==> src/rtl/cmd_router.sv <==
// Frame parser: routes payload bytes to one-hot channel strobes, 1-cycle latency, no back-pressure.
// Optional read-frame echo port is built only when CMD_ROUTER_REPLY_EN is defined.
module cmd_router #(
  parameter int                  DW        = 8,
  parameter int                  NUM_CH    = 8,
  parameter int                  CNT_W     = 16,
  parameter logic [8*NUM_CH-1:0] SKIP_VEC  = {NUM_CH{8'd4}},
  parameter int                  REPLY_LEN = 8
) (
  input  logic                      clk,
  input  logic                      rst,
  input  logic [DW-1:0]             con_din,
  input  logic                      con_din_en,
  output logic [DW-1:0]             route_dout,
  output logic [NUM_CH-1:0]         route_en,
  output logic                      frame_done,
  output logic [$clog2(NUM_CH)-1:0] frame_ch,
  output logic                      len_err,
  output logic [15:0]               bad_cmd_cnt,
  output logic [DW-1:0]             reply_dout,
  output logic                      reply_en
);

  localparam int CH_W = $clog2(NUM_CH);
  localparam logic [DW-1:0] OP_RD = DW'(8'h04);
  localparam logic [DW-1:0] OP_WR = DW'(8'h40);

  typedef enum logic [1:0] {IDLE, OPCODE, ROUTE, DISCARD} state_t;

  state_t            state_q, state_d;
  logic              en_q;
  logic [CNT_W-1:0]  cnt_q, cnt_d, k;
  logic              is_wr_q, is_wr_d;
  logic [CH_W-1:0]   ch_q, ch_d;
  logic              fwd_q, fwd_d;
  logic [DW-1:0]     dout_q, dout_d;
  logic [NUM_CH-1:0] ren_q, ren_d;
  logic              done_q, done_d;
  logic              lerr_q, lerr_d;
  logic [CH_W-1:0]   fch_q, fch_d;
  logic [15:0]       bad_q;
  logic              bad_inc;
  logic              start, cmd_ok, sub_ok, pay_ok;
  logic [7:0]        skip_sel;

  // en_q resets high so a frame already in flight at reset release is not seen as a start.
  assign start    = con_din_en & ~en_q;
  assign k        = start ? '0 : cnt_q;
  assign cnt_d    = !con_din_en ? '0 : ((&k) ? k : k + 1'b1);
  assign cmd_ok   = (con_din == OP_RD) || (con_din == OP_WR);
  assign sub_ok   = con_din < DW'(NUM_CH / 2);
  assign skip_sel = SKIP_VEC[8*ch_q +: 8];
  assign pay_ok   = 32'(k) >= 32'(skip_sel);

  always_comb begin
    state_d = state_q;
    is_wr_d = is_wr_q;
    ch_d    = ch_q;
    fwd_d   = fwd_q;
    dout_d  = '0;
    ren_d   = '0;
    done_d  = 1'b0;
    lerr_d  = 1'b0;
    fch_d   = fch_q;
    bad_inc = 1'b0;
    case (state_q)
      IDLE: begin
        if (start) begin
          if (cmd_ok) begin
            state_d = OPCODE;
            is_wr_d = (con_din == OP_WR);
          end else begin
            state_d = DISCARD;
            bad_inc = 1'b1;
          end
        end
      end
      OPCODE: begin
        if (!con_din_en) begin
          state_d = IDLE;
          bad_inc = 1'b1;
        end else if (sub_ok) begin
          state_d = ROUTE;
          // Writes occupy the upper half of the channel space, reads the lower half.
          ch_d    = (is_wr_q ? CH_W'(NUM_CH / 2) : '0) | con_din[CH_W-1:0];
          fwd_d   = 1'b0;
        end else begin
          state_d = DISCARD;
          bad_inc = 1'b1;
        end
      end
      ROUTE: begin
        if (con_din_en) begin
          if (pay_ok) begin
            dout_d = con_din;
            ren_d  = NUM_CH'(1) << ch_q;
            fwd_d  = 1'b1;
          end
        end else begin
          state_d = IDLE;
          done_d  = 1'b1;
          fch_d   = ch_q;
          lerr_d  = ~fwd_q;
        end
      end
      DISCARD: begin
        if (!con_din_en) state_d = IDLE;
      end
      default: state_d = IDLE;
    endcase
  end

  always_ff @(posedge clk) begin
    if (rst) begin
      state_q <= IDLE;
      en_q    <= 1'b1;
      cnt_q   <= '0;
      is_wr_q <= 1'b0;
      ch_q    <= '0;
      fwd_q   <= 1'b0;
      dout_q  <= '0;
      ren_q   <= '0;
      done_q  <= 1'b0;
      lerr_q  <= 1'b0;
      fch_q   <= '0;
      bad_q   <= '0;
    end else begin
      state_q <= state_d;
      en_q    <= con_din_en;
      cnt_q   <= cnt_d;
      is_wr_q <= is_wr_d;
      ch_q    <= ch_d;
      fwd_q   <= fwd_d;
      dout_q  <= dout_d;
      ren_q   <= ren_d;
      done_q  <= done_d;
      lerr_q  <= lerr_d;
      fch_q   <= fch_d;
      if (bad_inc && (bad_q != 16'hFFFF)) bad_q <= bad_q + 16'd1;
    end
  end

  assign route_dout  = dout_q;
  assign route_en    = ren_q;
  assign frame_done  = done_q;
  assign frame_ch    = fch_q;
  assign len_err     = lerr_q;
  assign bad_cmd_cnt = bad_q;

`ifdef CMD_ROUTER_REPLY_EN
  logic          s1_vld_q, s1_vld_d, s1_tent_q, s1_tent_d;
  logic [DW-1:0] s1_dat_q;
  logic          rp_vld_q, rp_vld_d;
  logic [DW-1:0] rp_dat_q, rp_dat_d;
  logic          rd_go;

  // The opcode byte is held tentatively until the subtype confirms a routed read.
  assign rd_go     = (state_q == OPCODE) && con_din_en && sub_ok && !is_wr_q;
  assign s1_tent_d = (state_q == IDLE) && start && (con_din == OP_RD) && (REPLY_LEN > 0);
  assign s1_vld_d  = s1_tent_d || (rd_go && (REPLY_LEN > 1)) ||
                     ((state_q == ROUTE) && con_din_en && !is_wr_q && (32'(k) < 32'(REPLY_LEN)));
  assign rp_vld_d  = s1_vld_q && (!s1_tent_q || rd_go);
  assign rp_dat_d  = rp_vld_d ? s1_dat_q : '0;

  always_ff @(posedge clk) begin
    if (rst) begin
      s1_vld_q  <= 1'b0;
      s1_tent_q <= 1'b0;
      s1_dat_q  <= '0;
      rp_vld_q  <= 1'b0;
      rp_dat_q  <= '0;
    end else begin
      s1_vld_q  <= s1_vld_d;
      s1_tent_q <= s1_tent_d;
      s1_dat_q  <= con_din;
      rp_vld_q  <= rp_vld_d;
      rp_dat_q  <= rp_dat_d;
    end
  end

  assign reply_dout = rp_dat_q;
  assign reply_en   = rp_vld_q;
`else
  logic unused_reply_len;
  assign unused_reply_len = (REPLY_LEN == 0);
  assign reply_dout = '0;
  assign reply_en   = 1'b0;
`endif

endmodule

==> config.mk <==
export PLATFORM = sky130hd
export DESIGN_NAME = cmd_router
export DESIGN_NICKNAME = d
export VERILOG_FILES = /design/src/rtl/cmd_router.sv
export SDC_FILE = /design/constraint.sdc
export NUM_CORES = 1
export LEC_CHECK = 0
export CELL_PAD_IN_SITES_DETAIL_PLACEMENT = 0
export CELL_PAD_IN_SITES_GLOBAL_PLACEMENT = 1
export CORE_UTILIZATION = 32
export CTS_CLUSTER_SIZE = 24
export DETAILED_ROUTE_END_ITERATION = 8
export MAX_ROUTING_LAYER = met4
export PLACE_DENSITY_LB_ADDON = 0.12
export SLEW_MARGIN = 20
export SYNTH_ARGS = -nofsm -noshare
export SYNTH_HDL_FRONTEND = slang
export SYNTH_SLANG_ARGS = --single-unit
==> constraint.sdc <==
create_clock -name clk -period 2.61 [get_ports clk]
set_input_delay 0.261 -clock clk [delete_from_list [all_inputs] [get_ports clk]]
set_output_delay 0.261 -clock clk [all_outputs]
set_load 0.01 [all_outputs]
==> flow_results.org <==
** Logic synthesis
- During synthesis, Yosys emitted a total of 0 warnings.
- Netlist Area Pre-Place :: 2830 um2
- Basic-gate share of the synthesized area counting and, or, nand and nor cells :: 26.2%
- Mapped Avg Cell Area :: 9.08 um2
- The synthesized design devotes to its leading area cell type 43.1% of total area.
- Summing the areas of all compound-gate instances in the mapped netlist gives 15.4% of the synthesized area.
- Dominant synthesized flop cell :: sky130_fd_sc_hd__dfxtp_1
- Xor-xnor portion of the synthesized cell area :: around 6.5%
- Sequential cell area fraction in the yosys report :: 43.1%
- Yosys mapped a number of flops with a built-in enable equal to 0.
- Biggest area consumer among synthesized cells :: sky130_fd_sc_hd__dfxtp_1
- Counting flops and latches in the post-synthesis netlist gives 61.
- In this run, distinct cell masters in the synthesized netlist total 52.
- Fraction of registers with async set or reset after synthesis :: 0%
- Yosys instantiated no cell more often than sky130_fd_sc_hd__dfxtp_1.
- After synthesis, the share of cell area in mux cells is under 10%.
- After Yosys synthesis, full adders, half adders and majority gates account for 1.33% of the synthesized area.
- Yosys attributes the largest share of cell area to sky130_fd_sc_hd__dfxtp_1 43%, sky130_fd_sc_hd__nor2_1 5.6%, sky130_fd_sc_hd__xor2_1 4.9%.
- Counting every instance in the synthesized netlist gives 312.
- Main combinational cell family by area after synthesis :: simple AND/OR/NAND/NOR gates
- Top cell types by occurrence after synthesis :: 61 x sky130_fd_sc_hd__dfxtp_1, 42 x sky130_fd_sc_hd__nor2_1, 19 x sky130_fd_sc_hd__nand2_1

** Clocking
- TritonCTS clock tree :: yes
- The clock passes through at most 2 buffers.
- Total number of clock tree sinks :: between 60 and 70
- Number of hold buffers added after cts :: 0
- The cell sitting at the root of the clock tree is a sky130_fd_sc_hd__clkbuf_8.
- After clock tree synthesis, the repair step resized 0 gates.
- Clock latency on the worst-skew pair, taken at its later pin, is 350 ps.
- In this run the post-CTS setup repair buffer count came out at 0.
- After clock tree synthesis, the clock-pin slew on the worst setup and hold paths is 70 ps.
- H-tree level count :: 3
- Number of buffers created by CTS :: 9

** Routing
- Drt first pass iters :: 4
- In this run, the number of DRC markers left after iteration 0 of detailed routing was 104.
- Detailed Route WL :: 6600 um
- Wire per inst :: 13.8 um
- The count of nets left with antenna violations once routing finished came out at 0.
- In the routed layout, each cell is associated on average with a via count of about 4.9.
- Total number of vias :: 2358
- After detailed routing, the number of remaining DRC violations is 0.

** Setup path
- R2r worst-path depth :: 8
- At the worst endpoint, the arrival time is 2360 ps.
- Type of destination of the critical path :: flop
- Largest driver fanout on the critical path :: 6
- Kind of start point of the critical path :: flop
- Data required time of the worst path :: ~2900 ps
- Type of the worst setup path :: flop to flop
- Slack of the worst reg-to-reg path :: approximately 500 ps

** STA
- Final TNS setup :: 0 ps
- Setup violations remaining at the end of the flow were counted as 0.
- Hold violation count in the final report :: 0
- Slew Limit Headroom :: 61.2%
- Max Freq :: 472 MHz
- For the pin with the worst max-slew slack, the measured transition is 583 ps.
- For the final database, setup skew stands at 16.1 ps.
- Total count of max-transition violations in the final report :: 0
- Unrepaired setup endpoints after global routing :: false
- Subtracting the final worst setup slack from the clock period gives 2120 ps.
- The worst path uses between 80 and 90% of the clock period.

** Global route
- Global-route congestion overflow total :: 0
- Number of global-route vias before repair :: 2297
- The number of antenna violations at the first check in global routing came to 0.
- Entering global routing, the biggest net connects 28 pins.
- First-pass GRT wire length :: 11200 um
- Global routing used 16.6% of the available tracks across all layers.

** Floorplan
- Initial standard-cell utilization of the core :: 33.8%
- From bottom edge to top edge, the die measures 96.1 um.
- 57 I/O pins were placed.
- The floorplan has 33 rows.
- The die is 96.1 um wide.
- Placeable core region :: between 8000 and 9000 um2
- The die covers 9230 um2.

** Layout
- The finished cells cover 3620 um2.
- For this run, the post-layout net count is 382.
- Share of layout cells above drive strength 1 :: 10.2%
- Synth-to-layout area growth :: 27.9%
- The number of antenna diodes in the final layout is 0.

** Placed design
- Sum of net half-perimeters after detailed placement :: 4650 um
- Port-buffer cells :: 47
- Summing all placed instances gives a cell area of 3420 um2.
- Gpl congestion :: 0.839

** Power and ir drop
- IR drop worst, VDD :: ~0.26 mV
- For this design the ratio of total power to cell area is between 500 and 600 nW/um2.
- The analysis attributes to cell leakage a power of between 1 and 1.5 nW.

** Outcome
- Outcome :: finished clean

** Min path
- Class of the worst hold path :: flop to flop
- Along the worst hold path, the cell count comes to 1.

** Flow run
- The tool flagged a number of max-cap violations equal to 0.
==> layout make-up <==
class	count	area [um2]
clock buffers	10	128
clock inverters	6	72.6
fillers	853	4760
inverters	9	33.8
multi-input cells	229	1480
flip-flops and latches	61	1220
well taps	105	131
repair buffers	58	553
==> layer usage <==
layer / track usage [%] / vias to the layer above / part of all wire, %
met1: 20.5 / 1097 / 48
met4: 4.85 / 0 / 0.98
met5: - / - / 0
li1: - / 1211 / -
met2: 25.6 / 45 / 47
met3: 5.61 / 5 / 4.2
==> kinds of logic after synthesis <==
logic type      Yosys count
other cells               1
buf+inv                  30
fa+ha+maj                 3
xor+xnor                 21
compound gates           54
mux                       5
flops                    61
simple gates            137
==> cell usage in the layout (no fill, tap or decap), types with 5 or more instances in the layout <==
cell                              instances
sky130_fd_sc_hd__a21oi_1                 12
sky130_fd_sc_hd__and2_1                  10
sky130_fd_sc_hd__and3_1                   8
sky130_fd_sc_hd__and4_1                   5
sky130_fd_sc_hd__buf_4                   11
sky130_fd_sc_hd__clkbuf_8                 9
sky130_fd_sc_hd__clkdlybuf4s50_1         47
sky130_fd_sc_hd__conb_1                   9
sky130_fd_sc_hd__dfxtp_1                 61
sky130_fd_sc_hd__inv_1                    9
sky130_fd_sc_hd__mux2i_1                  5
sky130_fd_sc_hd__nand2_1                 19
sky130_fd_sc_hd__nand3_1                  8
sky130_fd_sc_hd__nand4_1                  9
sky130_fd_sc_hd__nor2_1                  42
sky130_fd_sc_hd__nor3_1                   7
sky130_fd_sc_hd__o2111ai_1                7
sky130_fd_sc_hd__o21ai_0                  9
sky130_fd_sc_hd__xnor2_1                  5
sky130_fd_sc_hd__xor2_1                  16
==> sequential cells by signal, summed over array words and instances, names as in the netlist <==
name,count
bad_cmd_cnt,16
ch_q,3
cnt_q,16
en_q,1
frame_ch,3
frame_done,1
fwd_q,1
is_wr_q,1
len_err,1
route_dout,8
route_en,8
state_q,2
==> worst max-delay path, cell delays in order, from the launching register on <==
cell and delay (ps):
sky130_fd_sc_hd__dfxtp_1 400, sky130_fd_sc_hd__nand2b_1 230, sky130_fd_sc_hd__nand2_1 140, sky130_fd_sc_hd__inv_1 70, sky130_fd_sc_hd__ha_1 190, sky130_fd_sc_hd__nand4_1 340
sky130_fd_sc_hd__nor2_2 280, sky130_fd_sc_hd__a31oi_1 110, sky130_fd_sc_hd__a311oi_1 250
==> worst paths after layout <==
kind	start	to
worst min-delay path	fwd_q	len_err
worst max register to register	en_q	cnt_q[14]
worst max-delay path	en_q	cnt_q[14]
worst min register to register	fwd_q	len_err
==> stage by stage <==
step           setup WS [ps]  utilization, %  cells  hold WS, ps  power [mW]
2_1_floorplan            551               -    320          383        1.03
3_3_place_gp             150            40.8    462          428        1.07
3_5_place_dp             139            40.8    462          424        1.06
4_1_cts                  458            43.2    478          435        1.92
5_1_grt                  291            43.2    478          449        1.97
6_report                 491            43.2    478          431        1.89
==> report_power, final <==
part	internal (mW)	switching, mW
registers	0.936	0.00724
clock network	0.449	0.394
logic	0.0395	0.0597
total	1.42	0.461
(Power assumes the default switching activity.)
